`config.mk`:
```
export PLATFORM = sky130hd
export DESIGN_NAME = target_picker
export DESIGN_NICKNAME = d
export VERILOG_FILES = /design/src/rtl/target_picker.sv
export SDC_FILE = /design/constraint.sdc
export NUM_CORES = 1
export LEC_CHECK = 0
export CAP_MARGIN = 20
export CORE_MARGIN = 2
export CORE_UTILIZATION = 30
export CTS_CLUSTER_DIAMETER = 40
export DETAILED_ROUTE_END_ITERATION = 10
export PLACE_DENSITY_LB_ADDON = 0.25
export SLEW_MARGIN = 20
export SYNTH_ARGS = -nofsm -noshare
export SYNTH_HDL_FRONTEND = slang
export SYNTH_SLANG_ARGS = --single-unit
```
`constraint.sdc`:
```
create_clock -name clk -period 4.41 [get_ports clk]
set_input_delay 0.882 -clock clk [delete_from_list [all_inputs] [get_ports clk]]
set_output_delay 0.882 -clock clk [all_outputs]
set_load 0.05 [all_outputs]
```
`src/rtl/target_picker.sv`:
```
`default_nettype none
// ============================================================================
// target_picker : draws a legal target index from the free-running rng value
//                 with bounded retries and a deterministic fallback.
// Optional macro TARGET_NO_REPEAT_EN rejects a repeat of the previous pick.
// Revision: 1.0
// ============================================================================
module target_picker #(
  parameter int NUM_TARGETS = 18,
  parameter int VALUE_WIDTH = 5,
  parameter int MAX_RETRIES = 8
) (
  input  logic                   clk,
  input  logic                   rst_n,
  input  logic [VALUE_WIDTH-1:0] random_value,
  input  logic                   req,
  output logic                   valid,
  output logic [VALUE_WIDTH-1:0] target_idx,
  output logic [NUM_TARGETS-1:0] target_onehot,
  output logic                   busy,
  output logic                   fallback
);

  localparam int CNT_W = $clog2(MAX_RETRIES + 1);
  localparam logic [CNT_W-1:0]       LAST_RETRY  = CNT_W'(MAX_RETRIES - 1);
  localparam logic [CNT_W-1:0]       CNT_ONE     = CNT_W'(1);
  localparam logic [VALUE_WIDTH:0]   NUM_T_EXT   = (VALUE_WIDTH + 1)'(NUM_TARGETS);
  localparam logic [VALUE_WIDTH:0]   TOP_IDX_EXT = (VALUE_WIDTH + 1)'(NUM_TARGETS - 1);
  localparam logic [VALUE_WIDTH:0]   EXT_ONE     = (VALUE_WIDTH + 1)'(1);

  typedef enum logic [1:0] {
    IDLE   = 2'd0,
    SAMPLE = 2'd1,
    HOLD   = 2'd2
  } state_e;

  state_e                   state_q,    state_d;
  logic [CNT_W-1:0]         retry_q,    retry_d;
  logic                     last_ok_q,  last_ok_d;
  logic [VALUE_WIDTH-1:0]   last_idx_q, last_idx_d;
  logic                     valid_q,    valid_d;
  logic [VALUE_WIDTH-1:0]   idx_q,      idx_d;
  logic [NUM_TARGETS-1:0]   onehot_q,   onehot_d;
  logic                     fallback_q, fallback_d;

  logic                     w_in_range;
  logic                     w_repeat;
  logic                     w_accept;
  logic [VALUE_WIDTH:0]     w_next_ext;
  logic [VALUE_WIDTH-1:0]   w_fb_idx;

  function automatic logic [NUM_TARGETS-1:0] decode(input logic [VALUE_WIDTH-1:0] idx);
    logic [NUM_TARGETS-1:0] oh;
    oh = '0;
    for (int i = 0; i < NUM_TARGETS; i++) begin
      if (idx == VALUE_WIDTH'(i)) oh[i] = 1'b1;
    end
    return oh;
  endfunction

  // Range check is done one bit wider so NUM_TARGETS == 2**VALUE_WIDTH works.
  assign w_in_range = {1'b0, random_value} < NUM_T_EXT;

`ifdef TARGET_NO_REPEAT_EN
  assign w_repeat = last_ok_q && (random_value == last_idx_q);
`else
  assign w_repeat = 1'b0;
`endif

  assign w_accept   = w_in_range && !w_repeat;
  assign w_next_ext = {1'b0, last_idx_q} + EXT_ONE;

  // Successor of the previous pick, wrapping at the top index; 0 with no history.
  always_comb begin
    w_fb_idx = '0;
    if (last_ok_q && ({1'b0, last_idx_q} != TOP_IDX_EXT)) begin
      w_fb_idx = w_next_ext[VALUE_WIDTH-1:0];
    end
  end

  always_comb begin
    state_d    = state_q;
    retry_d    = retry_q;
    last_ok_d  = last_ok_q;
    last_idx_d = last_idx_q;
    valid_d    = valid_q;
    idx_d      = idx_q;
    onehot_d   = onehot_q;
    fallback_d = 1'b0;

    case (state_q)
      IDLE: begin
        if (req) begin
          state_d = SAMPLE;
          retry_d = '0;
        end
      end
      SAMPLE: begin
        if (w_accept) begin
          idx_d      = random_value;
          onehot_d   = decode(random_value);
          last_idx_d = random_value;
          last_ok_d  = 1'b1;
          valid_d    = 1'b1;
          state_d    = HOLD;
        end else begin
          retry_d = retry_q + CNT_ONE;
          if (retry_q == LAST_RETRY) begin
            idx_d      = w_fb_idx;
            onehot_d   = decode(w_fb_idx);
            last_idx_d = w_fb_idx;
            last_ok_d  = 1'b1;
            valid_d    = 1'b1;
            fallback_d = 1'b1;
            state_d    = HOLD;
          end
        end
      end
      HOLD: begin
        if (!req) begin
          valid_d  = 1'b0;
          onehot_d = '0;
          state_d  = IDLE;
        end
      end
      default: begin
        state_d  = IDLE;
        valid_d  = 1'b0;
        onehot_d = '0;
      end
    endcase
  end

  always_ff @(posedge clk or negedge rst_n) begin
    if (!rst_n) begin
      state_q    <= IDLE;
      retry_q    <= '0;
      last_ok_q  <= 1'b0;
      last_idx_q <= '0;
      valid_q    <= 1'b0;
      idx_q      <= '0;
      onehot_q   <= '0;
      fallback_q <= 1'b0;
    end else begin
      state_q    <= state_d;
      retry_q    <= retry_d;
      last_ok_q  <= last_ok_d;
      last_idx_q <= last_idx_d;
      valid_q    <= valid_d;
      idx_q      <= idx_d;
      onehot_q   <= onehot_d;
      fallback_q <= fallback_d;
    end
  end

  assign valid         = valid_q;
  assign target_idx    = idx_q;
  assign target_onehot = onehot_q;
  assign busy          = (state_q == SAMPLE);
  assign fallback      = fallback_q;

  a_busy_valid_excl: assert property (@(posedge clk) disable iff (!rst_n) !(busy && valid));
  a_onehot_idle:     assert property (@(posedge clk) disable iff (!rst_n) valid || (target_onehot == '0));

endmodule
`default_nettype wire

```
; ---- Word level (Yosys, flattened, before mapping)
; Index checks and enable logic that the tools add are counted.
[totals]
register_bits = 32
inputBits = 8
out_inout_bits = 26
elab_cells = 121
[op_classes]
addsub = 2
order_cmp = 1
eq_ne = 42
mux = 58
bitwise = 1
n_reduce_logical = 10
[op_table]
columns = op, count
row1 = equality test 5 x 4 -> 1 bit (second input constant), 16
row2 = 2-to-1 mux 18 bit, 3
row3 = one-hot mux 18 bit (3 select lines), 1
row4 = 2-to-1 mux 1 bit, 42
row5 = equality test 5 x 3 -> 1 bit (second input constant), 8
row6 = equality test 5 x 2 -> 1 bit (second input constant), 4
row7 = equality test 5 bit (second input constant), 4
row8 = 2-to-1 mux 5 bit, 3
row9 = equality test 5 x 1 -> 1 bit (second input constant), 2
row10 = logical NOT 5 bit, 2
row11 = AND reduction 3 bit, 3
row12 = 2-to-1 mux 2 bit, 4
row13 = 2-to-1 mux 4 bit, 2
row14 = one-hot mux 4 bit (2 select lines), 1
row15 = inequality test 2 bit (second input constant), 3
row16 = one-hot mux 2 bit (3 select lines), 1
row17 = adder 5 x 1 -> 5 bit (second input constant), 1
row18 = < comparator 5 bit (second input constant), 1
row19 = inequality test 5 bit (second input constant), 1
row20 = adder 4 x 1 -> 4 bit (second input constant), 1
row21 = equality test 4 x 3 -> 1 bit (second input constant), 1
row22 = nonzero test 2 bit, 2
row23 = inequality test 3 x 1 -> 1 bit (second input constant), 1
row24 = one-hot mux 1 bit (3 select lines), 1
row25 = other kinds (6), 6

; ---- Logic depth before layout (Yosys ltp)
; Gate-level depths: netlist of run 1.
[depth]
word_depth = 8
depth_mapped = 8
mapped_depth_nobuf = 7

; ---- Worst setup path before layout of run 1
; Ideal clock, no wire load.
[synth_timing]
kind = reg2reg
from = reg target_idx[1] (netlist name)
to = reg onehot_q[0] (netlist: target_onehot[0])
setup_time_ns = 0.126
t_arrival_ns = 1.946
setup_slack_ns = 2.338
path_stages_with_launch = 9
n_path_buf = 1
path_cell_list = dfrtp_1 -> inv_1 -> ha_1 -> and4bb_1 -> nand2b_4 -> buf_6 -> a31oi_1 -> nor4_1 -> o32a_1
[synth_rtl]
columns = item, line
row1 = "end signal, assigned", 151  ; onehot_q <= onehot_d;
row2 = "end, declared", 43  ; logic [NUM_TARGETS-1:0] onehot_q, onehot_d;

; ---- Final worst setup path of run 1
[layout_timing]
from = in random_value[3]
to = reg onehot_q[12] (netlist: target_onehot[12])
[layout_via]
elab_chain_cells = 4
word_cells_on_any_way = 7
classes_between = order compare (1) / eq/ne (2) / mux (3) / reduce/logical (1)
[layout_lines]
columns = item, line
row1 = "start, declared", 15  ; input logic [VALUE_WIDTH-1:0] random_value,
row2 = branches (longest 4 deep; another with < comparator 5 bit), n/a
; Parallel ways; which one is timed is not known.
; A chain may end at the register's enable or synchronous reset.

==> flow_summary.ini, run 1 <==
[clock_network]
clock_latency_ns = 0.28
path_clk_slew_ns = 0.06
holdBufCountCts = 0
cts_made_buffers = 5
clock_path_buffers = 2
ctsHtreeMaxLevel = 2
cts_tree = yes
clock_sinks = 32
postCtsSetupRepairBufs = 0
cts_root_buf = clkbuf_8
ctsResizeCount = 0

[finish]
nets = 228
syn_to_final_growth_pct = 24.5
layout-drive-gt1-share_pct = 11.1
regArea_um2 = 801
fillers = 589
final_cells = 292
antennaDiodeCount = 0
multi_input_comb_area_um2 = 947

[run]
drv_cap = 0

[routing]
drt-total-wl_mm = 4.66
via_per_inst = 5.22
ant_nets = 0
drc = 0
drtIter0Drc = 174
vias = 1523
routedWlPerCell_um = 16.0
first_pass_iters = 4

[place]
dp_hpwl_mm = 3.40
place_congestion = 0.821
placed_cells = 285
portBuffers = 33
place_ws_ns = 1.19

[yosys]
synthMuxAreaShare_pct = 4.09
synth-simple-area-share_pct = 17.6
yosysSeqAreaShare_pct = 43.6
syn_inst = 185
synth_compound_area_share_pct = 26.9
synth_nets = 196
synth.distinct_cells = 54
ys_seq_elements = 32
yosys.area_share.adder_pct = 2.04
synth_top_family_by_area = compound AO/OA/AOI/OAI gates
synthXorXnorAreaFrac_pct = 0.954
synth_ff_type = dfrtp_1
ys_warn_count = 0
synth_top_cell_by_area = dfrtp_1
synth_area_um2 = 1840
synth_area_leaders = dfrtp_1 44%, nand2_1 5.3%, a22o_1 4.3%
synth_top_area_share_pct = 43.6
netlist_top_cells_count = 32 x dfrtp_1, 26 x nand2_1, 10 x a21oi_1, 10 x nor2_1, 9 x a22o_1
yosysMostFrequentCell = dfrtp_1
synth_edf_count = 0
async_flop_share_pct = 100
avgSynthCellArea_um2 = 9.93

[pwr]
pwr-share-comb_pct = 53.0
p_total_mw = 1.42
p_leak_nw = 0.964
power_frac_seq_pct = 32.1
p_per_area_nw_per_um2 = 620
clock_power_share_pct = 14.9
sw_frac_of_total_pct = 48.2
internal-power_mw = 0.734
irDropWorstVdd_mv = 0.389
p_switching_mw = 0.684

[sta]
fin_crit_sh_pct = 67.5
fmax_mhz = 336
holdWs_ns = 0.484
drv_slew = 0
hold_viol = 0
fin_tns_setup_ns = 0
tightest_slew_ns = 0.903
period_minus_slack_ns = 2.98
fin_worst_skew_ns = 0.00614
setup_ws_ns = 1.43
rsz0062_at_grt = false
setup-violations-final = 0
slew_headroom_pct = 39.4

[outcome]
outcome = complete, no violations

[setup_path]
cp-start-kind = input port
slowest_delay_ns = 0.80
critPathRequiredTime_ns = 4.58
worstSetupPathType = input port to flip-flop
cp.arrival_ns = 3.14
setup.worst_path.end_class = flip-flop
cp_cell_sequence = clkdlybuf4s50_1 -> o31ai_2 -> nor2_1 -> a21o_1 -> a22o_1
cp_max_fo = 19
slowest_stage = o31ai_2

[grt]
grt_pass1_wl_mm = 7.79
grt_usage_pct = 15.4
overflow = 0
antenna_found_initial = 0
first_global_vias = 1514
grt_max_degree = 33

[die]
ios = 34
rows = 28
die-area_um2 = 6760
die_w_um = 82.2
start_util_pct = 31.0
die-height_um = 82.2
coreArea_um2 = 5920

[worst_hold_path]
hold_class = flip-flop to flip-flop
registers in the layout, indices dropped and copies added (netlist names):
signal         flops
target_onehot     18
target_idx         5
retry_q            4
state_q            2
fallback           1
last_ok_q          1
valid              1
per-layer routing:
metal,GRT usage (%),wire (um)
met1,21.6,2230
met2,23.3,2110
met3,3.26,256
met4,5.67,62
met5,0,0
critical path: cells and delay by family:
family	cells	cell delay, ns
simple gates	1	0.13
compound gates	3	1.54
buf+inv	1	0.58
cell usage in the layout, fill, tap and decap left out, drive strengths merged, types with 2 or more instances in the layout:
master / instances
nand2: 26
nand4: 2
a32o: 4
inv: 8
o21bai: 2
a22o: 9
mux2: 2
clkbuf: 6
mux2i: 4
o31ai: 5
nand2b: 6
o31a: 2
nor3: 2
or3: 3
a21oi: 12
o21ai: 14
o32a: 2
clkdlybuf4s50: 33
dfrtp: 32
a22oi: 2
nand3: 2
a21o: 3
ha: 3
nor2b: 2
nor2: 10
final timing paths:
kind	start	endpoint	slack (ns)	cells past startpoint
min reg2reg	target_onehot[16]$_DFFE_PN0P_	target_onehot[16]$_DFFE_PN0P_	0.48	2
max in group asynchronous	rst_n	target_onehot[12]$_DFFE_PN0P_	3.11	2
max reg2reg	target_idx[0]$_DFFE_PN0P_	target_onehot[12]$_DFFE_PN0P_	2.25	6
min in group asynchronous	rst_n	last_ok_q$_DFFE_PN0P_	1.00	2
max	random_value[3]	target_onehot[12]$_DFFE_PN0P_	1.43	5
min	target_onehot[16]$_DFFE_PN0P_	target_onehot[16]$_DFFE_PN0P_	0.48	2
power by group through the flow:
stage / Clock (mW) / Sequential [mW] / Combinational [mW]
finish: 0.211 / 0.455 / 0.753
global route: 0.229 / 0.471 / 0.816
floorplan: 0 / 0.593 / 0.411
detailed placement: 0 / 0.459 / 0.752
global placement: 0 / 0.459 / 0.753
CTS: 0.216 / 0.455 / 0.754
per-stage QoR:
step / cell area (um2) / util [%]
after detailed placement: 2210 / 37.3
after global placement: 2210 / 37.3
final: 2290 / 38.6
after CTS: 2290 / 38.6
after global routing: 2290 / 38.6
after floorplan: 1840 / -
cell type report:
type                            count  share of cell area (%)
Inverter                            8                    1.31
Tap cell                           75                    4.10
Clock buffer                        6                    3.17
Sequential cell                    32                    35.0
Timing Repair Buffer               34                    14.8
Clock inverter                      1                   0.219
Multi-Input combinational cell    136                    41.4
cell families (layout without fill, tap and decap cells):
kind of cell	count (synthesis)	in the layout
buffers and inverters	17	49
muxes	6	6
AOI/OAI and AO/OA	65	65
adders and majority gates	3	3
DFF	32	32
xor gates and xnor gates	2	2
and+or+nand+nor	60	60
Note: power is estimated with default switching activity, not from simulation.
==> run 2: changes to the inputs <==
- clock period: 4.41 -> 2.7 ns (I/O delays scaled with it)
==> run 2 against run 1 <==
Sequential power rose by 63%. Sequential share of layout area decreased by 0.62 points. Final area is 1.8% higher. Flip-flop and latch count is the same. Critical path type is now flip-flop to output pin. Power is 70% higher. Critical path depth decreased by 2. Count of clock-buffer cells in the layout increased by 1. Combinational power up 66%.
==> flow_summary.ini, run 2 (synthesis gave the netlist of run 1 again) <==
[clock_network]
cts_root_buf = clkbuf_8
holdBufCountCts = 0
path_clk_slew_ns = 0.06
clock_path_buffers = 2
clock_sinks = 32
cts_tree = yes
postCtsSetupRepairBufs = 0
ctsHtreeMaxLevel = 2
ctsResizeCount = 0
clock_latency_ns = 0.29
cts_made_buffers = 5

[worst_hold_path]
hold_class = flip-flop to flip-flop

[grt]
top_usage_layer = met2
antenna_found_initial = 0
grt_use_met1_pct = 22.0
grt_pass1_wl_mm = 8.03
grt_usage_pct = 15.7
grt_max_degree = 33
met3_usage_pct = 3.59
grtUsageMet2_pct = 23.5
first_global_vias = 1605
overflow = 0

[sta]
fin_crit_sh_pct = 92.1
rsz0062_at_grt = false
setup-violations-final = 0
fin_tns_setup_ns = 0
tightest_slew_ns = 0.563
period_minus_slack_ns = 2.49
hold_viol = 0
setup_ws_ns = 0.214
fmax_mhz = 402
fin_worst_skew_ns = 0.0128
slew_headroom_pct = 62.0
drv_slew = 0

[finish]
layout-drive-gt1-share_pct = 12.7
antennaDiodeCount = 0
largest_register_ffs = 18
layout.cells.most_common = clkdlybuf4s50_1
syn_to_final_growth_pct = 26.8
nets = 231
layout_common_cells = 33 x clkdlybuf4s50_1, 32 x dfrtp_1, 26 x nand2_1
final_cells = 295

[die]
die_w_um = 82.2
die-area_um2 = 6760
ios = 34
start_util_pct = 31.0
die-height_um = 82.2
rows = 28
coreArea_um2 = 5920

[setup_path]
slowest_stage = clkdlybuf4s50_1
cp_num_buf_inv = 2
critPathRequiredTime_ns = 2.16
cp-start-kind = flip-flop
critPathTopFamily = buffers and inverters
cp_max_fo = 8
cp_cell_sequence = nand2b_1 -> inv_1 -> clkdlybuf4s50_1
slowest_delay_ns = 0.84
worstSetupPathType = flip-flop to output pin
rrSetupSlack_ns = 0.55
cp.arrival_ns = 1.95
setup.worst_path.end_class = output pin

[routing]
ant_nets = 0
via_per_inst = 5.26
routedWlPerCell_um = 16.2
drc = 0
drtIter0Drc = 102
vias = 1552
drt-total-wl_mm = 4.77
first_pass_iters = 4

[outcome]
outcome = complete, no violations

[pwr]
irDropWorstVdd_mv = 0.533
p_total_mw = 2.41
p_per_area_nw_per_um2 = 1030
p_leak_nw = 0.987

[place]
place_congestion = 0.867
placed_cells = 288
portBuffers = 33
dp_hpwl_mm = 3.45
place_ws_ns = 0.261

[run]
drv_cap = 0
-- run 2: changes by cell type in the layout (fill, tap and decap cells not counted), sizes merged --
cell / change
buf: +3
clkbuf: +1
clkinv: -1
-- run 2: final timing paths --
kind	startpoint	end	depth (start not counted)
min reg2reg	target_onehot[1]$_DFFE_PN0P_	target_onehot[1]$_DFFE_PN0P_	2
max reg2reg	target_idx[0]$_DFFE_PN0P_	target_onehot[2]$_DFFE_PN0P_	6
min in group asynchronous	rst_n	target_idx[1]$_DFFE_PN0P_	2
max	state_q[1]$_DFFE_PN0P_	busy	3
max in group asynchronous	rst_n	target_onehot[1]$_DFFE_PN0P_	2
min	target_onehot[1]$_DFFE_PN0P_	target_onehot[1]$_DFFE_PN0P_	2
-- run 2: cell type report --
cell class                 instances  area (um2)
clock buffer                       7        96.3
fill                             604        3590
inverter                           8        30.0
multi-input combinational        136         947
sequential                        32         801
tap                               75        93.8
timing repair buffer              37         360
-- run 2: worst register-to-register path: cells and delay by family, from the launching register on --
kind | cells | cell delay [ns]
AOI/OAI and AO/OA | 4 | 1.07
DFF | 1 | 0.62
adders and majority gates | 1 | 0.31
and+or+nand+nor | 1 | 0.06
-- run 2: through the flow --
stage          instance area (um2)  hold slack (ns)  util [%]
6_report                      2330            0.487      39.3
4_1_cts                       2330            0.490      39.3
3_3_place_gp                  2230            0.474      37.7
2_1_floorplan                 1840            0.244         -
5_1_grt                       2330            0.517      39.3
3_5_place_dp                  2230            0.476      37.7
-- run 2: per-layer routing --
metal / vias up / routed length, um
li1: 754 / -
met1: 758 / 2350
met4: 0 / 42
met5: - / 0
met2: 35 / 2150
met3: 5 / 228
-- run 2: report_power, final --
group	switching (mW)	leakage, nW	total, mW	internal [mW]
sequential	0.155	0.424	0.741	0.586
clock	0.183	0.0503	0.410	0.227
combinational	0.804	0.513	1.25	0.451
total	1.14	0.987	2.41	1.26
